$ cat config.mk
export PLATFORM = sky130hd
export DESIGN_NAME = dda_vdp_solver
export DESIGN_NICKNAME = d
export VERILOG_FILES = /design/src/rtl/dda_pkg.sv /design/src/rtl/dda_sat_mul.sv /design/src/rtl/dda_vdp_solver.sv
export SDC_FILE = /design/constraint.sdc
export NUM_CORES = 1
export LEC_CHECK = 0
export CAP_MARGIN = 20
export CORE_MARGIN = 10
export CORE_UTILIZATION = 45
export CTS_CLUSTER_SIZE = 28
export DETAILED_ROUTE_END_ITERATION = 8
export PLACE_DENSITY = 0.59
export SLEW_MARGIN = 20
export SYNTH_ARGS = -nofsm -noshare
export SYNTH_HDL_FRONTEND = slang
export SYNTH_SLANG_ARGS = --single-unit
$ cat constraint.sdc
create_clock -name i_clk -period 14.9 [get_ports i_clk]
set_input_delay 2.98 -clock i_clk [delete_from_list [all_inputs] [get_ports i_clk]]
set_output_delay 2.98 -clock i_clk [all_outputs]
set_load 0.03 [all_outputs]
$ cat src/rtl/dda_pkg.sv
// Shared types and helpers for the van der Pol DDA solver.
// Latency: combinational helpers only.
// Backpressure: not applicable.
package dda_pkg;

  typedef enum logic [2:0] {
    S_IDLE,
    S_SQ,
    S_MU,
    S_DY,
    S_UPD,
    S_HOLD
  } state_t;

  localparam logic [1:0] CFG_MU = 2'd0;
  localparam logic [1:0] CFG_DT = 2'd1;
  localparam logic [1:0] CFG_X0 = 2'd2;
  localparam logic [1:0] CFG_Y0 = 2'd3;

  // Saturating add of two sign-extended operands, clipped to a w-bit signed range (w <= 31).
  function automatic logic signed [31:0] sat_add(input logic signed [31:0] a,
                                                 input logic signed [31:0] b,
                                                 input int w);
    logic signed [32:0] s, hi, lo, r;
    s  = 33'(a) + 33'(b);
    hi = (33'sd1 <<< (w - 1)) - 33'sd1;
    lo = -(33'sd1 <<< (w - 1));
    if (s > hi)      r = hi;
    else if (s < lo) r = lo;
    else             r = s;
    return 32'(r);
  endfunction

  // Companion to sat_add: 1 when the same add would clip.
  function automatic logic sat_ovf(input logic signed [31:0] a,
                                   input logic signed [31:0] b,
                                   input int w);
    logic signed [32:0] s, hi, lo;
    s  = 33'(a) + 33'(b);
    hi = (33'sd1 <<< (w - 1)) - 33'sd1;
    lo = -(33'sd1 <<< (w - 1));
    return (s > hi) || (s < lo);
  endfunction

endpackage

$ cat src/rtl/dda_sat_mul.sv
// Signed fixed-point multiply: full product, floor shift by FRAC, saturate to WIDTH.
// Latency: combinational.
// Backpressure: not applicable.
module dda_sat_mul #(
  parameter int WIDTH = 16,
  parameter int FRAC  = 12
) (
  input  logic signed [WIDTH-1:0] i_a,
  input  logic signed [WIDTH-1:0] i_b,
  output logic signed [WIDTH-1:0] o_p,
  output logic                    o_ovf
);

  localparam logic signed [2*WIDTH-1:0] P_MAX = $signed({{(WIDTH+1){1'b0}}, {(WIDTH-1){1'b1}}});
  localparam logic signed [2*WIDTH-1:0] P_MIN = $signed({{(WIDTH+1){1'b1}}, {(WIDTH-1){1'b0}}});

  logic signed [2*WIDTH-1:0] w_full;
  logic signed [2*WIDTH-1:0] w_shf;

  assign w_full = (2*WIDTH)'(i_a) * (2*WIDTH)'(i_b);
  assign w_shf  = w_full >>> FRAC;

  // Clip the shifted product into the WIDTH-bit signed range and flag any clip.
  always_comb begin
    o_ovf = 1'b0;
    o_p   = w_shf[WIDTH-1:0];
    if (w_shf > P_MAX) begin
      o_ovf = 1'b1;
      o_p   = {1'b0, {(WIDTH-1){1'b1}}};
    end else if (w_shf < P_MIN) begin
      o_ovf = 1'b1;
      o_p   = {1'b1, {(WIDTH-1){1'b0}}};
    end
  end

endmodule

$ cat src/rtl/dda_vdp_solver.sv
// Van der Pol forward-Euler solver with one time-shared saturating multiplier.
// Latency: one step every 5 cycles (SQ, MU, DY, UPD, HOLD); first sample 5 cycles after run.
// Backpressure: sample held in HOLD with x, y, step_cnt frozen until out_ready.
module dda_vdp_solver
  import dda_pkg::*;
#(
  parameter int WIDTH   = 16,
  parameter int FRAC    = 12,
  parameter int CNT_W   = 16,
  parameter int X0_INIT = 1 << FRAC,
  parameter int MU_INIT = 1 << FRAC,
  parameter int DT_INIT = 4
) (
  input  logic             i_clk,
  input  logic             i_rst_n,
  input  logic             i_ena,
  input  logic             i_run,
  input  logic             i_cfg_we,
  input  logic [1:0]       i_cfg_sel,
  input  logic [WIDTH-1:0] i_cfg_data,
  input  logic             i_out_ready,
  output logic             o_out_valid,
  output logic [WIDTH-1:0] o_x_out,
  output logic [WIDTH-1:0] o_y_out,
  output logic             o_busy,
  output logic             o_sat,
  output logic [CNT_W-1:0] o_step_cnt
);

  localparam logic signed [31:0] ONE32 = 32'sd1 <<< FRAC;

  state_t                  r_state, w_state_nxt;
  logic signed [WIDTH-1:0] r_x, r_y, r_mu, r_p;
  logic [3:0]              r_dt;
  logic                    r_valid, r_sat;
  logic [CNT_W-1:0]        r_cnt;

  logic signed [WIDTH-1:0] w_mul_a, w_mul_b, w_mul_p;
  logic                    w_mul_ovf;
  logic signed [WIDTH-1:0] w_omp, w_y_sh, w_x_nxt, w_d, w_d_sh, w_y_nxt;
  logic                    w_omp_ovf, w_x_ovf, w_d_ovf, w_y_ovf;

  // (1 - p) feeding the mu stage
  assign w_omp     = WIDTH'(sat_add(ONE32, -(32'(r_p)), WIDTH));
  assign w_omp_ovf = sat_ovf(ONE32, -(32'(r_p)), WIDTH);

  // Euler update terms, all from the pre-step x and y
  assign w_y_sh  = r_y >>> r_dt;
  assign w_x_nxt = WIDTH'(sat_add(32'(r_x), 32'(w_y_sh), WIDTH));
  assign w_x_ovf = sat_ovf(32'(r_x), 32'(w_y_sh), WIDTH);
  assign w_d     = WIDTH'(sat_add(32'(r_p), -(32'(r_x)), WIDTH));
  assign w_d_ovf = sat_ovf(32'(r_p), -(32'(r_x)), WIDTH);
  assign w_d_sh  = w_d >>> r_dt;
  assign w_y_nxt = WIDTH'(sat_add(32'(r_y), 32'(w_d_sh), WIDTH));
  assign w_y_ovf = sat_ovf(32'(r_y), 32'(w_d_sh), WIDTH);

  // Route the shared multiplier operands for the current product stage.
  always_comb begin
    w_mul_a = r_x;
    w_mul_b = r_x;
    case (r_state)
      S_MU: begin
        w_mul_a = r_mu;
        w_mul_b = w_omp;
      end
      S_DY: begin
        w_mul_a = r_p;
        w_mul_b = r_y;
      end
      default: ;
    endcase
  end

  dda_sat_mul #(
    .WIDTH (WIDTH),
    .FRAC  (FRAC)
  ) u_mul (
    .i_a   (w_mul_a),
    .i_b   (w_mul_b),
    .o_p   (w_mul_p),
    .o_ovf (w_mul_ovf)
  );

  // State register; ena=0 freezes the sequence.
  always_ff @(posedge i_clk or negedge i_rst_n) begin
    if (!i_rst_n)   r_state <= S_IDLE;
    else if (i_ena) r_state <= w_state_nxt;
  end

  // Next-state: fixed product pipeline, then wait for the sink in HOLD.
  always_comb begin
    w_state_nxt = r_state;
    case (r_state)
      S_IDLE:  if (i_run) w_state_nxt = S_SQ;
      S_SQ:    w_state_nxt = S_MU;
      S_MU:    w_state_nxt = S_DY;
      S_DY:    w_state_nxt = S_UPD;
      S_UPD:   w_state_nxt = S_HOLD;
      S_HOLD:  if (r_valid && i_out_ready) w_state_nxt = i_run ? S_SQ : S_IDLE;
      default: w_state_nxt = S_IDLE;
    endcase
  end

  // Datapath, config registers, output stream and step counter.
  always_ff @(posedge i_clk or negedge i_rst_n) begin
    if (!i_rst_n) begin
      r_x     <= WIDTH'(X0_INIT);
      r_y     <= '0;
      r_mu    <= WIDTH'(MU_INIT);
      r_dt    <= 4'(DT_INIT);
      r_p     <= '0;
      r_valid <= 1'b0;
      r_sat   <= 1'b0;
      r_cnt   <= '0;
    end else if (i_ena) begin
      case (r_state)
        S_IDLE: begin
          if (i_cfg_we) begin
            case (i_cfg_sel)
              CFG_MU:  r_mu <= i_cfg_data;
              CFG_DT:  r_dt <= i_cfg_data[3:0];
              CFG_X0:  r_x  <= i_cfg_data;
              CFG_Y0:  r_y  <= i_cfg_data;
              default: ;
            endcase
            r_sat <= 1'b0;
            r_cnt <= '0;
          end
        end
        S_SQ, S_MU, S_DY: begin
          r_p <= w_mul_p;
          if (w_mul_ovf || (r_state == S_MU && w_omp_ovf)) r_sat <= 1'b1;
        end
        S_UPD: begin
          r_x     <= w_x_nxt;
          r_y     <= w_y_nxt;
          r_valid <= 1'b1;
          r_cnt   <= r_cnt + CNT_W'(1);
          if (w_x_ovf || w_d_ovf || w_y_ovf) r_sat <= 1'b1;
        end
        S_HOLD: begin
          if (r_valid && i_out_ready) r_valid <= 1'b0;
        end
        default: ;
      endcase
    end
  end

  assign o_out_valid = r_valid;
  assign o_x_out     = r_x;
  assign o_y_out     = r_y;
  assign o_busy      = (r_state != S_IDLE);
  assign o_sat       = r_sat;
  assign o_step_cnt  = r_cnt;

endmodule
# --- Yosys cells after proc, flatten, opt, wreduce, memory -nomap -nowiden ---
# Index checks and enable logic that the tools add are counted.
word_totals:
  regBits: 89
  wordCells: 101
classes:
  n_addsub: 7
  magnitude_cmp: 10
  mul: 1
  n_eq_ne: 15
  shifts: 2
  reduce_logical: 25
  mux: 32
ops:
  columns: ["op", "count"]
  rows:
  - ["2-to-1 mux 16 bit", 15]
  - ["one-hot mux 16 bit (2 select lines)", 5]
  - ["greater-than comparator 33 x 16 -> 1 bit (second input constant)", 2]
  - ["< comparator 33 x 16 -> 1 bit (second input constant)", 2]
  - ["negation 16 -> 32 bit", 2]
  - ["adder 16 x 16 -> 17 bit", 2]
  - ["greater-than comparator 17 x 16 -> 1 bit (second input constant)", 2]
  - ["< comparator 17 x 16 -> 1 bit (second input constant)", 2]
  - ["adder 14 x 32 -> 33 bit (first input constant)", 1]
  - ["adder 16 x 32 -> 33 bit", 1]
  - ["multiplier 16 x 16 -> 32 bit", 1]
  - [">>> shifter 16 x 4 -> 16 bit", 2]
  - ["greater-than comparator 20 x 16 -> 1 bit (second input constant)", 1]
  - ["< comparator 20 x 16 -> 1 bit (second input constant)", 1]
  - ["one-hot mux 3 bit (6 select lines)", 1]
  - ["adder 16 x 1 -> 16 bit (second input constant)", 1]
  - ["AND reduction 4 bit", 4]
  - ["inequality test 2 bit (second input constant)", 5]
  - ["AND reduction 3 bit", 3]
  - ["logical OR 1 bit", 7]
  - ["2-to-1 mux 1 bit", 7]
  - ["equality test 3 x 2 -> 1 bit (second input constant)", 2]
  - ["equality test 3 bit (second input constant)", 2]
  - ["2-to-1 mux 3 bit", 2]
  - ["other kinds (14)", 19]

# --- Logic depth before layout (Yosys ltp) ---
# Gate-level depths: netlist (run 1).
logic_depth:
  ltp_word: 13
  mapped_depth: 46
  ltp_nobuf: 41

# --- By module ---
# From an unflattened synthesis (run 1), not the netlist that was laid out.
unflattened:
  cells_unflattened: 2296
  area_unflattened_um2: 19192.2
modules_own_cells:
  columns: ["mod", "area_per_inst_um2", "cells_each", "seq_area_each_um2", "instances"]
  rows:
  - ["dda_sat_mul", 10174.8, 1165, 0.0, 1]
  - ["dda_vdp_solver", 9017.4, 1131, 2230.9, 1]

# --- Worst setup path before layout (run 1) ---
# Ideal clock, no wire load.
synth_timing:
  path_kind: "register to register"
  start: "reg r_p[0]"
  end: "reg r_p[10]"
  n_path_buf: 5
  setup_time_ps: 126
  synth_period_minus_slack_ps: 10703
  arrival_time_ps: 10577
  path_stages_with_launch: 43
  slack_ps: 4197
  path_cell_list: "dfrtp_1 > clkbuf_1 > inv_1 > ha_1 > or3b_1 > o41ai_2 > nand3_1 > ha_1 > nand4_1 > nor4_1 > nand2_1 > nor4_2 > a21oi_1 > or2_1 > clkbuf_1 > o211ai_1 > o21ai_1 > o21a_1 > [... 7 more ...] > inv_1 > fa_1 > inv_1 > ha_1 > clkbuf_1 > a211o_1 > a2111oi_0 > o21bai_1 > a211oi_1 > nand2_1 > o311ai_0 > nand2b_1 > o311ai_1 > or4_1 > and3_1 > buf_6 > buf_6 > a221o_1"
synth_between:
  elab_chain_len: 10
  elab_cells_between_ends: 13
synth_lines:
  columns: ["element", "line", "source"]
  rows:
  - ["from (decl)", "dda_vdp_solver.sv:33", "logic signed [WIDTH-1:0] r_x, r_y, r_mu, r_p;"]
  - ["from (signal assigned)", "dda_vdp_solver.sv:131", "r_p <= w_mul_p;"]
  - ["negation 16 -> 32 bit", "dda_vdp_solver.sv:44", "assign w_omp = WIDTH'(sat_add(ONE32, -(32'(r_p)), WIDTH));"]
  - ["adder 14 x 32 -> 33 bit", "dda_pkg.sv:25", "s = 33'(a) + 33'(b);"]
  - ["< comparator 33 x 16 -> 1 bit", "dda_pkg.sv:29", "else if (s < lo) r = lo;"]
  - ["2-to-1 mux 16 bit", "dda_pkg.sv:29", null]
  - ["2-to-1 mux 16 bit", "dda_pkg.sv:28", "if (s > hi) r = hi;"]
  - ["one-hot mux 16 bit (2 select lines)", "dda_vdp_solver.sv:61", "case (r_state)"]
  - ["multiplier 16 x 16 -> 32 bit *", "dda_sat_mul.sv:20", "assign w_full = (2*WIDTH)'(i_a) * (2*WIDTH)'(i_b);"]
  - ["< comparator 20 x 16 -> 1 bit", "dda_sat_mul.sv:30", "end else if (w_shf < P_MIN) begin"]
  - ["2-to-1 mux 16 bit", "dda_sat_mul.sv:30", null]
  - ["2-to-1 mux 16 bit *", "dda_sat_mul.sv:27", "if (w_shf > P_MAX) begin"]
# Every way passes the cells marked *; elsewhere a longest branch is shown, timed or not.
# A chain may end at the register's enable or synchronous reset.

# --- Worst setup path in the final report (run 1) ---
layout_timing:
  start: "reg r_p[0]"
  end: "reg r_p[1]"
# The elaborated chain is that of the path after synthesis.

==> impl_metrics.ini, run 1 <==
[clock_tree]
cts_inserted_buffers = 9
htree_levels = 3
cts_setup_buffers = 0
cts-root-buf = clkbuf_16
clkTransAtPathRegs_ns = 0.07
cts_tree = done
clk_path_buf_depth = 2
ctsResizeCount = 0
clock_sinks = 89
cts-hold-fix-buffers = 0
insertion_delay_ns = 0.36

[min_path]
holdPathEnd = o_out_valid
holdPathStages = 2
hp-class = register to register
min-delay-start = o_out_valid

[job]
cap_viol_max_count = 0

[timing]
worst_pin_slew_ns = 1.15
fin_worst_skew_ns = 0.00981
finalHoldViolCount = 0
max_freq_ghz = 0.0831
grt_setup_unrepaired = no
slew_viol_final = 0
finalSetupViolations = 0
final.period_utilization = 0.808
hold_ws_ns = 0.530
period_minus_slack_ns = 12.03
tns_ns = 0
slew_headroom = 0.231

[logic_synthesis]
ys_ff_latch = 89
ys_seq_area_frac = 0.117
syn_area_mm2 = 0.0191
ys.flop_type = dfrtp_1
syn_avg_cell_area_um2 = 8.28
synth_edf_count = 0
synthDistinctLibCells = 89
yosysWarnings = 0
postSynth.asyncResetShare = 1.00
syn_inst = 2301
synth_nets = 2723

[layout]
fin_cells = 2849
final_core_util = 0.490
diodes = 0
area_delta_synth_final_pct = 7.75
drive_above_1_share = 0.0437
nNetsFinal = 2727

[critical_path]
crit_path_start = r_p[0]
cp.required_ns = 15.20
regToRegEndpoint = r_p[1]
endpoint_kind = register
start_kind = register
r2r_cells = 35
critPathMaxFanout = 16
cp_slowest_stage_delay_ns = 0.98
reg2reg_from = r_p[0]
cpMostUsedCell = fa_1
cp.arrival_ns = 12.33
slowest_stage = fa_1
r2r_slack_ns = 2.87
path_class = register to register

[route]
drcViolationCount = 0
wl_per_cell_um = 23.2
wl_um = 66100
vias_per_cell = 5.96
drtAntennaViolNets = 0
drt_iter0_markers = 1716
vias = 17000
first_pass_iters = 7

[floorplan]
die_height_um = 226
initial_core_util = 0.454
io_pins = 75
die-area_mm2 = 0.0510
die_x_um = 226
rows = 75
core-area_mm2 = 0.0419

[grt]
grt_max_degree = 61
grt_remaining_overflow = 0
grt_first_pass_wirelength_um = 101000
grt_pass1_vias = 16900
grt_use_total = 0.260
antenna_found_initial = 1

[place]
gp_congestion = 0.973
place_inst = 2833
dp_hpwl_um = 54800
portBuffers = 74

[outcome]
status = finished, final reports clean
## worst max path at each step
stage / to / slack, ns / cells after the start
final: r_p[1] / 2.87 / 35
after global routing: r_p[1] / 2.03 / 36
after CTS: r_p[1] / 3.04 / 35
after detailed placement: r_p[1] / 3.11 / 35
after global placement: r_p[3] / 3.19 / 38
after floorplan: r_p[10] / 4.20 / 42
## kinds of logic (layout without fill, tap and decap cells)
| kind of cell | count (synthesis) | after routing | synth area share |
|---|---|---|---|
| mux | 74 | 74 | 0.0454 |
| buf+inv | 470 | 479 | 0.0941 |
| simple gates | 699 | 699 | 0.170 |
| flops | 89 | 89 | 0.117 |
| compound gates | 493 | 493 | 0.172 |
| fa+ha+maj | 398 | 398 | 0.366 |
| xor+xnor | 78 | 78 | 0.0359 |
## per-layer routing
metal  vias to the layer above  wire [um]  GRT usage
li1                       7641          -          -
met1                      8510      28100      0.352
met2                       717      30300      0.416
met3                       120       5230     0.0407
met4                         2       2400     0.0885
met5                         -         13          0
## worst max-delay path: cells and delay by family (launching register included)
family / cells / cell delay, ns
compound gates: 8 / 2.62
simple gates: 12 / 3.47
fa+ha+maj: 9 / 4.67
buf+inv: 6 / 0.66
flops: 1 / 0.54
## cells in the mapped netlist, types with 10 or more instances
cell / number / area [um2]
inv_1: 366 / 1370
fa_1: 266 / 5330
nor2_1: 242 / 908
nand2_1: 218 / 818
ha_1: 132 / 1650
a21oi_1: 122 / 611
dfrtp_1: 86 / 2150
clkbuf_1: 83 / 312
o21ai_0: 70 / 350
xnor2_1: 50 / 438
o21ai_1: 43 / 215
mux2i_1: 38 / 380
nand2b_1: 38 / 238
a21o_1: 36 / 270
o21a_1: 35 / 263
mux2_2: 29 / 327
xor2_1: 28 / 245
and2_1: 27 / 169
a31oi_1: 25 / 156
a211oi_1: 23 / 173
nand4_1: 23 / 144
nor2b_1: 23 / 144
nor3_1: 22 / 110
nand3_1: 21 / 105
or3_1: 21 / 131
a221o_1: 16 / 160
o211ai_1: 16 / 120
and3_1: 14 / 87.6
a221oi_1: 12 / 105
buf_1: 11 / 41.3
nor4_1: 10 / 62.6
## flip-flops by register name, summed over array words and instances, names as in the netlist
register and flops:
o_y_out 16, o_x_out 16, r_dt 4, r_state 3, o_out_valid 1, r_mu 16
o_sat 1, r_p 16, o_step_cnt 16
## layout by cell type (no fill, tap or decap), drive strengths merged, types with 36 or more instances in the layout
cell type      netlist  final
fa                 266    266
ha                 132    132
nand2b              38     38
dfrtp               86     86
inv                367    370
mux2i               38     38
nor2               242    242
clkdlybuf4s50        0     73
nand2              218    218
a21o                36     36
a21oi              123    123
o21ai              113    113
xnor2               50     50
## cell type report
class	count	area, um2
clock buffers	9	225
clock inverters	7	77.6
fillers	4142	21400
inverters	368	1380
multi-input cells	1742	15000
flip-flops and latches	89	2230
well taps	539	674
repair buffers	95	896
## per-stage QoR
step	worst slack, ns	cell area (um2)
detailed placement	3.11	20200
global route	2.03	20500
floorplan	4.20	19100
CTS	3.04	20500
finish	2.87	20500
global placement	3.19	20200
Power of run 1 is left out: the tool's default activity adds up to more than one toggle a clock period on the data nets, which glitch-free logic cannot reach.
==> run 2: changes to the inputs <==
Settings changed: PLACE_DENSITY 0.59 to 0.61.
Clock period 14.9 ns to 10.9 ns, I/O delays scaled along.
==> run 2 against run 1 <==
- wire length up 0.15%
- global-route usage up 0.18 points
- sequential share of layout area down 0.23 points
- non-clock buffer count up 44
- register-to-register slack worse by 2.4 ns
- maximum frequency up 15%
- critical endpoint is now r_p[2]
==> impl_metrics.ini, run 2 (synthesis gave the netlist of run 1 again) <==
[critical_path]
cp.arrival_ns = 10.72
endpoint_kind = register
path_class = register to register
cpMostUsedCell = fa_1
crit_path_start = r_p[0]
cp.required_ns = 11.16
start_kind = register
cp_slowest_stage_delay_ns = 0.66
critPathMaxFanout = 15
crit_buf_inv = 4
slowest_stage = fa_2
path_delay_family = adder cells
reg2reg_from = r_p[0]

[place]
gp_congestion = 0.983
place_inst = 2865
portBuffers = 74
dp_hpwl_um = 55000

[timing]
max_freq_ghz = 0.0956
grt_setup_unrepaired = no
hold_ws_ns = 0.528
finalSetupViolations = 0
slew_headroom = 0.270
final.period_utilization = 0.960
fin_worst_skew_ns = 0.0143
finalHoldViolCount = 0
slew_viol_final = 0
period_minus_slack_ns = 10.46
tns_ns = 0
worst_pin_slew_ns = 1.09

[layout]
diodes = 0
fin_cells = 2893
final_common_cell = inv_1
drive_above_1_share = 0.0705
area_delta_synth_final_pct = 10.1
final_core_util = 0.500
nNetsFinal = 2771
final_cell_mix = inv_1 (363), fa_1 (264), nor2_1 (240)

[clock_tree]
htree_levels = 3
clkTransAtPathRegs_ns = 0.08
insertion_delay_ns = 0.38
cts_tree = done
cts-hold-fix-buffers = 0
clk_path_buf_depth = 2
cts_inserted_buffers = 9
cts-root-buf = clkbuf_16
clock_sinks = 89

[floorplan]
core-area_mm2 = 0.0419
die_height_um = 226
io_pins = 75
rows = 75
die-area_mm2 = 0.0510
initial_core_util = 0.454
die_x_um = 226

[route]
wl_per_cell_um = 22.9
vias_per_cell = 5.89
vias = 17000
drtAntennaViolNets = 0
drcViolationCount = 0
drt_iter0_markers = 1657
first_pass_iters = 5
wl_um = 66200

[grt]
grt_max_degree = 69
grt_remaining_overflow = 0
antenna_found_initial = 0
grt_first_pass_wirelength_um = 102000
grt_use_total = 0.262
grt_pass1_vias = 16800

[min_path]
min-delay-start = r_mu[2]
hp-class = register to register

[outcome]
status = finished, final reports clean

[job]
cap_viol_max_count = 0
-- run 2: changes by cell type in the layout (fill, tap and decap cells not counted), moves of 3 or more --
cell and delta:
inv_2 +3, buf_6 +3, buf_4 +39, inv_1 -3
-- run 2: stage by stage --
step	setup slack, ns	cell area [um2]
6_report	0.436	21000
5_1_grt	0.00201	21000
4_1_cts	0.0586	20800
3_5_place_dp	-0.126	20500
3_3_place_gp	0.00361	20500
2_1_floorplan	0.197	19100
-- run 2: layout make-up --
cell class / instances / area, um2
sequential: 89 / 2230
multi-input combinational: 1742 / 15100
inverter: 368 / 1380
clock inverter: 6 / 61.3
fill: 4035 / 21000
timing repair buffer: 139 / 1260
tap: 539 / 674
clock buffer: 10 / 229
-- run 2: final timing paths --
path,end,slack (ns),cells past startpoint
worst max-delay path,r_p[2],0.44,36
worst min-delay path,r_mu[2],0.53,1
worst max register to register,r_p[2],0.44,36
worst min register to register,r_mu[2],0.53,1
max in group asynchronous,o_step_cnt[4],8.01,2
min in group asynchronous,r_dt[1],1.68,1
-- run 2: repair_timing --
action | in CTS | in global routing
setup endpoints to repair | 15 | 16
resized for setup | 3 | 29
buffers inserted | 0 | 12
pin swaps | 0 | 2
-- run 2: layer usage --
layer | global-route usage | wire (um) | vias up
li1 | - | - | 7733
met1 | 0.361 | 28300 | 8465
met3 | 0.0444 | 5810 | 123
met2 | 0.411 | 29900 | 723
met5 | 0 | 0 | -
met4 | 0.0810 | 2200 | 0
Power of run 2 is left out for the same reason.
